**src/rtl/crc32_stream_append.sv**
```systemverilog
// Byte-stream CRC32 appender: forwards payload bytes and appends the 4-byte CRC after s_last (optional frame_cnt via CRC32_STREAM_APPEND_FRAME_CNT_EN).
// Latency: 1 cycle input-to-output; every frame costs N+4 output cycles at full rate.
// Backpressure: single output register; s_ready follows slot free and is low while the CRC bytes are emitted.
module crc32_stream_append #(
  parameter logic [31:0] POLY          = 32'h04C11DB7,
  parameter logic [31:0] INIT          = 32'hFFFFFFFF,
  parameter logic [31:0] XOROUT        = 32'hFFFFFFFF,
  parameter bit          REFIN         = 1'b1,
  parameter bit          REFOUT        = 1'b1,
  parameter bit          CRC_LSB_FIRST = 1'b1
) (
  input  logic        clk,
  input  logic        rst,
  input  logic        s_valid,
  output logic        s_ready,
  input  logic [7:0]  s_data,
  input  logic        s_last,
  output logic        m_valid,
  input  logic        m_ready,
  output logic [7:0]  m_data,
  output logic        m_last,
  output logic [31:0] crc_out,
  output logic        crc_done
`ifdef CRC32_STREAM_APPEND_FRAME_CNT_EN
  ,
  output logic [15:0] frame_cnt
`endif
);

  typedef enum logic {ST_PASS, ST_APPEND} state_t;

  state_t      state_q, state_nxt;
  logic [31:0] crc_q, crc_nxt;
  logic [1:0]  idx_q, idx_nxt;
  logic        m_valid_nxt;
  logic [7:0]  m_data_nxt;
  logic        m_last_nxt;
  logic [31:0] crc_out_nxt;
  logic        crc_done_nxt;

  logic        slot_free;
  logic        in_xfer;
  logic [7:0]  crc_in_byte;
  logic [31:0] crc_step_res;
  logic [31:0] crc_fin;
  logic [7:0]  crc_byte;

  function automatic logic [7:0] bitrev8(input logic [7:0] b);
    logic [7:0] r;
    for (int i = 0; i < 8; i++) r[i] = b[7-i];
    return r;
  endfunction

  function automatic logic [31:0] bitrev32(input logic [31:0] w);
    logic [31:0] r;
    for (int i = 0; i < 32; i++) r[i] = w[31-i];
    return r;
  endfunction

  // Eight MSB-first shifts of the normal-form polynomial.
  function automatic logic [31:0] crc_step(input logic [31:0] c, input logic [7:0] b);
    logic [31:0] r;
    r = c ^ {b, 24'h000000};
    for (int i = 0; i < 8; i++) r = r[31] ? ((r << 1) ^ POLY) : (r << 1);
    return r;
  endfunction

  assign slot_free    = !m_valid || m_ready;
  assign s_ready      = (state_q == ST_PASS) && slot_free;
  assign in_xfer      = s_valid && s_ready;
  assign crc_in_byte  = REFIN ? bitrev8(s_data) : s_data;
  assign crc_step_res = crc_step(crc_q, crc_in_byte);
  assign crc_fin      = (REFOUT ? bitrev32(crc_step_res) : crc_step_res) ^ XOROUT;

  // ~idx maps 0..3 onto 3..0 for MSB-first emission.
  assign crc_byte = CRC_LSB_FIRST ? crc_out[{idx_q, 3'b000} +: 8]
                                  : crc_out[{~idx_q, 3'b000} +: 8];

  always_comb begin
    state_nxt    = state_q;
    crc_nxt      = crc_q;
    idx_nxt      = idx_q;
    m_valid_nxt  = m_valid;
    m_data_nxt   = m_data;
    m_last_nxt   = m_last;
    crc_out_nxt  = crc_out;
    crc_done_nxt = 1'b0;
    case (state_q)
      ST_PASS: begin
        if (in_xfer) begin
          m_valid_nxt = 1'b1;
          m_data_nxt  = s_data;
          m_last_nxt  = 1'b0;
          crc_nxt     = crc_step_res;
          if (s_last) begin
            crc_out_nxt  = crc_fin;
            crc_done_nxt = 1'b1;
            idx_nxt      = 2'd0;
            state_nxt    = ST_APPEND;
          end
        end else if (slot_free) begin
          m_valid_nxt = 1'b0;
        end
      end
      ST_APPEND: begin
        if (slot_free) begin
          m_valid_nxt = 1'b1;
          m_data_nxt  = crc_byte;
          m_last_nxt  = (idx_q == 2'd3);
          idx_nxt     = idx_q + 2'd1;
          if (idx_q == 2'd3) begin
            crc_nxt   = INIT;
            state_nxt = ST_PASS;
          end
        end
      end
      default: state_nxt = ST_PASS;
    endcase
  end

  always_ff @(posedge clk or posedge rst) begin
    if (rst) begin
      state_q  <= ST_PASS;
      crc_q    <= INIT;
      idx_q    <= 2'd0;
      m_valid  <= 1'b0;
      m_data   <= 8'h00;
      m_last   <= 1'b0;
      crc_out  <= 32'h0;
      crc_done <= 1'b0;
    end else begin
      state_q  <= state_nxt;
      crc_q    <= crc_nxt;
      idx_q    <= idx_nxt;
      m_valid  <= m_valid_nxt;
      m_data   <= m_data_nxt;
      m_last   <= m_last_nxt;
      crc_out  <= crc_out_nxt;
      crc_done <= crc_done_nxt;
    end
  end

`ifdef CRC32_STREAM_APPEND_FRAME_CNT_EN
  // Counts frames as they leave, i.e. on the accepted last CRC byte.
  always_ff @(posedge clk or posedge rst) begin
    if (rst) begin
      frame_cnt <= 16'h0000;
    end else if (m_valid && m_ready && m_last) begin
      frame_cnt <= frame_cnt + 16'd1;
    end
  end
`endif

endmodule

```
**config.mk**
```make
export PLATFORM = sky130hd
export DESIGN_NAME = crc32_stream_append
export DESIGN_NICKNAME = d
export VERILOG_FILES = /design/src/rtl/crc32_stream_append.sv
export SDC_FILE = /design/constraint.sdc
export NUM_CORES = 1
export LEC_CHECK = 0
export BUFFER_PORTS_ARGS = -buffer_cell sky130_fd_sc_hd__buf_2
export CORE_MARGIN = 1.5
export CORE_UTILIZATION = 57
export DETAILED_ROUTE_END_ITERATION = 16
export PLACE_DENSITY = 0.78
export SYNTH_ARGS = -nofsm -noshare
export SYNTH_HDL_FRONTEND = slang
export SYNTH_SLANG_ARGS = --single-unit
export TNS_END_PERCENT = 5
```
**constraint.sdc**
```tcl
create_clock -name clk -period 3.5 [get_ports clk]
set_clock_uncertainty 0.15 [all_clocks]
set_input_delay 0.7 -clock clk [delete_from_list [all_inputs] [get_ports clk]]
set_output_delay 0.7 -clock clk [all_outputs]
set_load 0.005 [all_outputs]
```
==> results.py <==
metrics = {
    "routing": {
        "wirelength_met1_mm": 3.87,
        "vias": 2654,
        "wirelength_mm": 8.62,
        "first_pass_iters": 5,
        "wl_met2_mm": 4.22,
        "avgRoutedWirePerCell_um": 18.0,
        "initialDrtViolationCount": 147,
        "top_layer": "met4",
        "ant_nets": 0,
        "via_per_inst": 5.54,
        "drc_errors": 0,
        "wl_met3_um": 257,
    },
    "floorplanning": {
        "die_x_um": 86.3,
        "die_h_um": 86.3,
        "rows": 30,
        "io_pins": 57,
        "start_util": 0.586,
        "fp.coreArea_um2": 6760,
        "fp.dieArea_um2": 7450,
    },
    "synthesis": {
        "synth-seq-area-share": 0.503,
        "netlist_instances": 335,
        "ys_ff_latch": 78,
        "ys.warnings.count": 0,
        "synth.distinct_cells": 27,
        "synth_area_um2": 3960,
        "synth_nets": 349,
        "synth_area_per_cell_um2": 11.8,
    },
    "critical_path": {
        "r2r-start": "crc_q[31]$_DFFE_PP1P_",
        "critPathKind": "register to register",
        "endpoint_kind": "register",
        "cp_max_fo": 8,
        "start_kind": "register",
        "reg2reg_slack_ns": 0.98,
        "rr_worst_depth": 5,
        "reg2reg_to": "crc_out[20]$_DFFE_PP0P_",
        "cp_data_arrival_time_ns": 2.60,
        "crit_required_ns": 3.59,
    },
    "clock_network": {
        "postCtsHoldBufs": 0,
        "cts_num_sinks": 78,
        "postCtsSetupBuffers": 0,
        "cts_max_path_buffers": 2,
        "clkLatencyLatePin_ns": 0.36,
        "cts_tree": "built",
        "cts_resized": 0,
        "root_buffer": "clkbuf_8",
        "numCtsBuffers": 9,
        "htree_num_levels": 3,
        "clk_pin_slew_ns": 0.07,
    },
    "timing": {
        "tightest_slew_ns": 0.922,
        "final-setup-viol-count": 0,
        "finalSetupTns_ns": 0,
        "relSlewSlack": 0.383,
        "finalCriticalPeriod_ns": 2.52,
        "setup_ws_ns": 0.982,
        "min_period_over_period": 0.720,
        "slew_viol_final": 0,
        "fmax_mhz": 397,
        "final_hold_viol_count": 0,
        "rsz0062_at_grt": "false",
    },
    "job": {
        "maxCapViolCount": 0,
    },
    "final_layout": {
        "syn_to_final_growth_pct": 15.5,
        "stdcell_count": 479,
        "layout_common_cells": "buf_2 (56), dfrtp_1 (46), nor2_1 (40)",
        "nNetsFinal": 408,
        "final_common_cell": "buf_2",
        "layout-drive-gt1-share": 0.388,
        "fin_area_um2": 4570,
        "diodes": 0,
    },
    "placement": {
        "pre_cts_slack_ns": 0.662,
        "hpwl_mm": 5.98,
        "place_congestion": 0.856,
        "place_area_um2": 4350,
        "dp_cells": 463,
        "portBuffers": 56,
    },
    "grt": {
        "antenna_found_initial": 0,
        "grt_max_degree": 42,
        "grt_use_total": 0.253,
        "first_global_vias": 2688,
        "grt_pass1_wl_mm": 14.0,
        "gr-total-overflow": 0,
    },
    "hold_path": {
        "worstHoldPathType": "register to register",
        "holdPathStages": 2,
        "min_from": "crc_out[8]$_DFFE_PP0P_",
        "hold_end": "crc_out[8]$_DFFE_PP0P_",
    },
    "run_status": {
        "status": "finished, final reports clean",
    },
}
-- cell type report --
cell class / instances / area, µm²
inverter: 4 / 15.0
multi-input combinational: 238 / 1900
clock inverter: 3 / 40.0
clock buffer: 13 / 179
timing repair buffer: 63 / 345
sequential: 78 / 1990
tap: 80 / 100
fill: 514 / 2190
-- worst max path at each step --
stage                               start                 endpoint  slack [ns]
CTS                 crc_q[31]$_DFFE_PP1P_  crc_out[20]$_DFFE_PP0P_        0.97
finish              crc_q[31]$_DFFE_PP1P_  crc_out[20]$_DFFE_PP0P_        0.98
global route        crc_q[31]$_DFFE_PP1P_  crc_out[20]$_DFFE_PP0P_        0.89
global placement                s_data[4]  crc_out[23]$_DFFE_PP0P_        0.79
detailed placement              s_data[1]  crc_out[20]$_DFFE_PP0P_        0.66
floorplan                             rst       crc_done$_DFF_PP0_        0.71
-- cells in the mapped netlist (all sizes together) --
cell type	instances	area, µm²
nand2	34	128
nand3	2	10.0
mux2i	9	90.1
nor2b	1	6.26
mux2	20	229
nor2	41	154
dfstp	32	841
dfrtp	46	1150
clkbuf	10	37.5
buf	5	21.3
ha	1	12.5
o22a	3	26.3
or3	1	6.26
xnor3	5	115
xnor2	44	445
inv	4	15.0
xor2	22	249
mux4	8	180
o21ai	8	40.0
nand2b	1	6.26
a21oi	37	185
nor3b	1	7.51
-- cells by family after synthesis --
| group | after synthesis | synth area share |
|---|---|---|
| buffers and inverters | 19 | 0.0187 |
| xor gates and xnor gates | 71 | 0.205 |
| adders and majority gates | 1 | 0.00316 |
| AOI/OAI and AO/OA | 48 | 0.0636 |
| DFF | 78 | 0.503 |
| muxes | 37 | 0.126 |
| and+or+nand+nor | 81 | 0.0803 |
-- per-stage QoR --
stage / utilization / hold slack, ns
6_report: 0.676 / 0.352
5_1_grt: 0.676 / 0.363
4_1_cts: 0.676 / 0.356
3_5_place_dp: 0.644 / 0.337
3_3_place_gp: 0.644 / 0.325
2_1_floorplan: - / 0.332
-- routing by layer --
metal	track usage	vias to the layer above
met2	0.397	62
li1	-	1235
met3	0.0400	22
met4	0.122	0
met5	0	-
met1	0.348	1335
-- registers in the layout, indices dropped and copies added, names as in the netlist --
signal    flops
m_last        1
m_data        8
m_valid       1
crc_q        32
state_q       1
crc_out      32
idx_q         2
crc_done      1
-- worst max-delay path, stage by stage (launching register included) --
cell,delay [ns]
dfstp_2,0.59
xor2_4,0.36
xor2_1,0.22
xnor2_1,0.49
xnor3_1,0.32
mux2_2,0.28
Power is not shown: default switching activity piles up to over one toggle a cycle in this logic, so the estimate is an artifact.
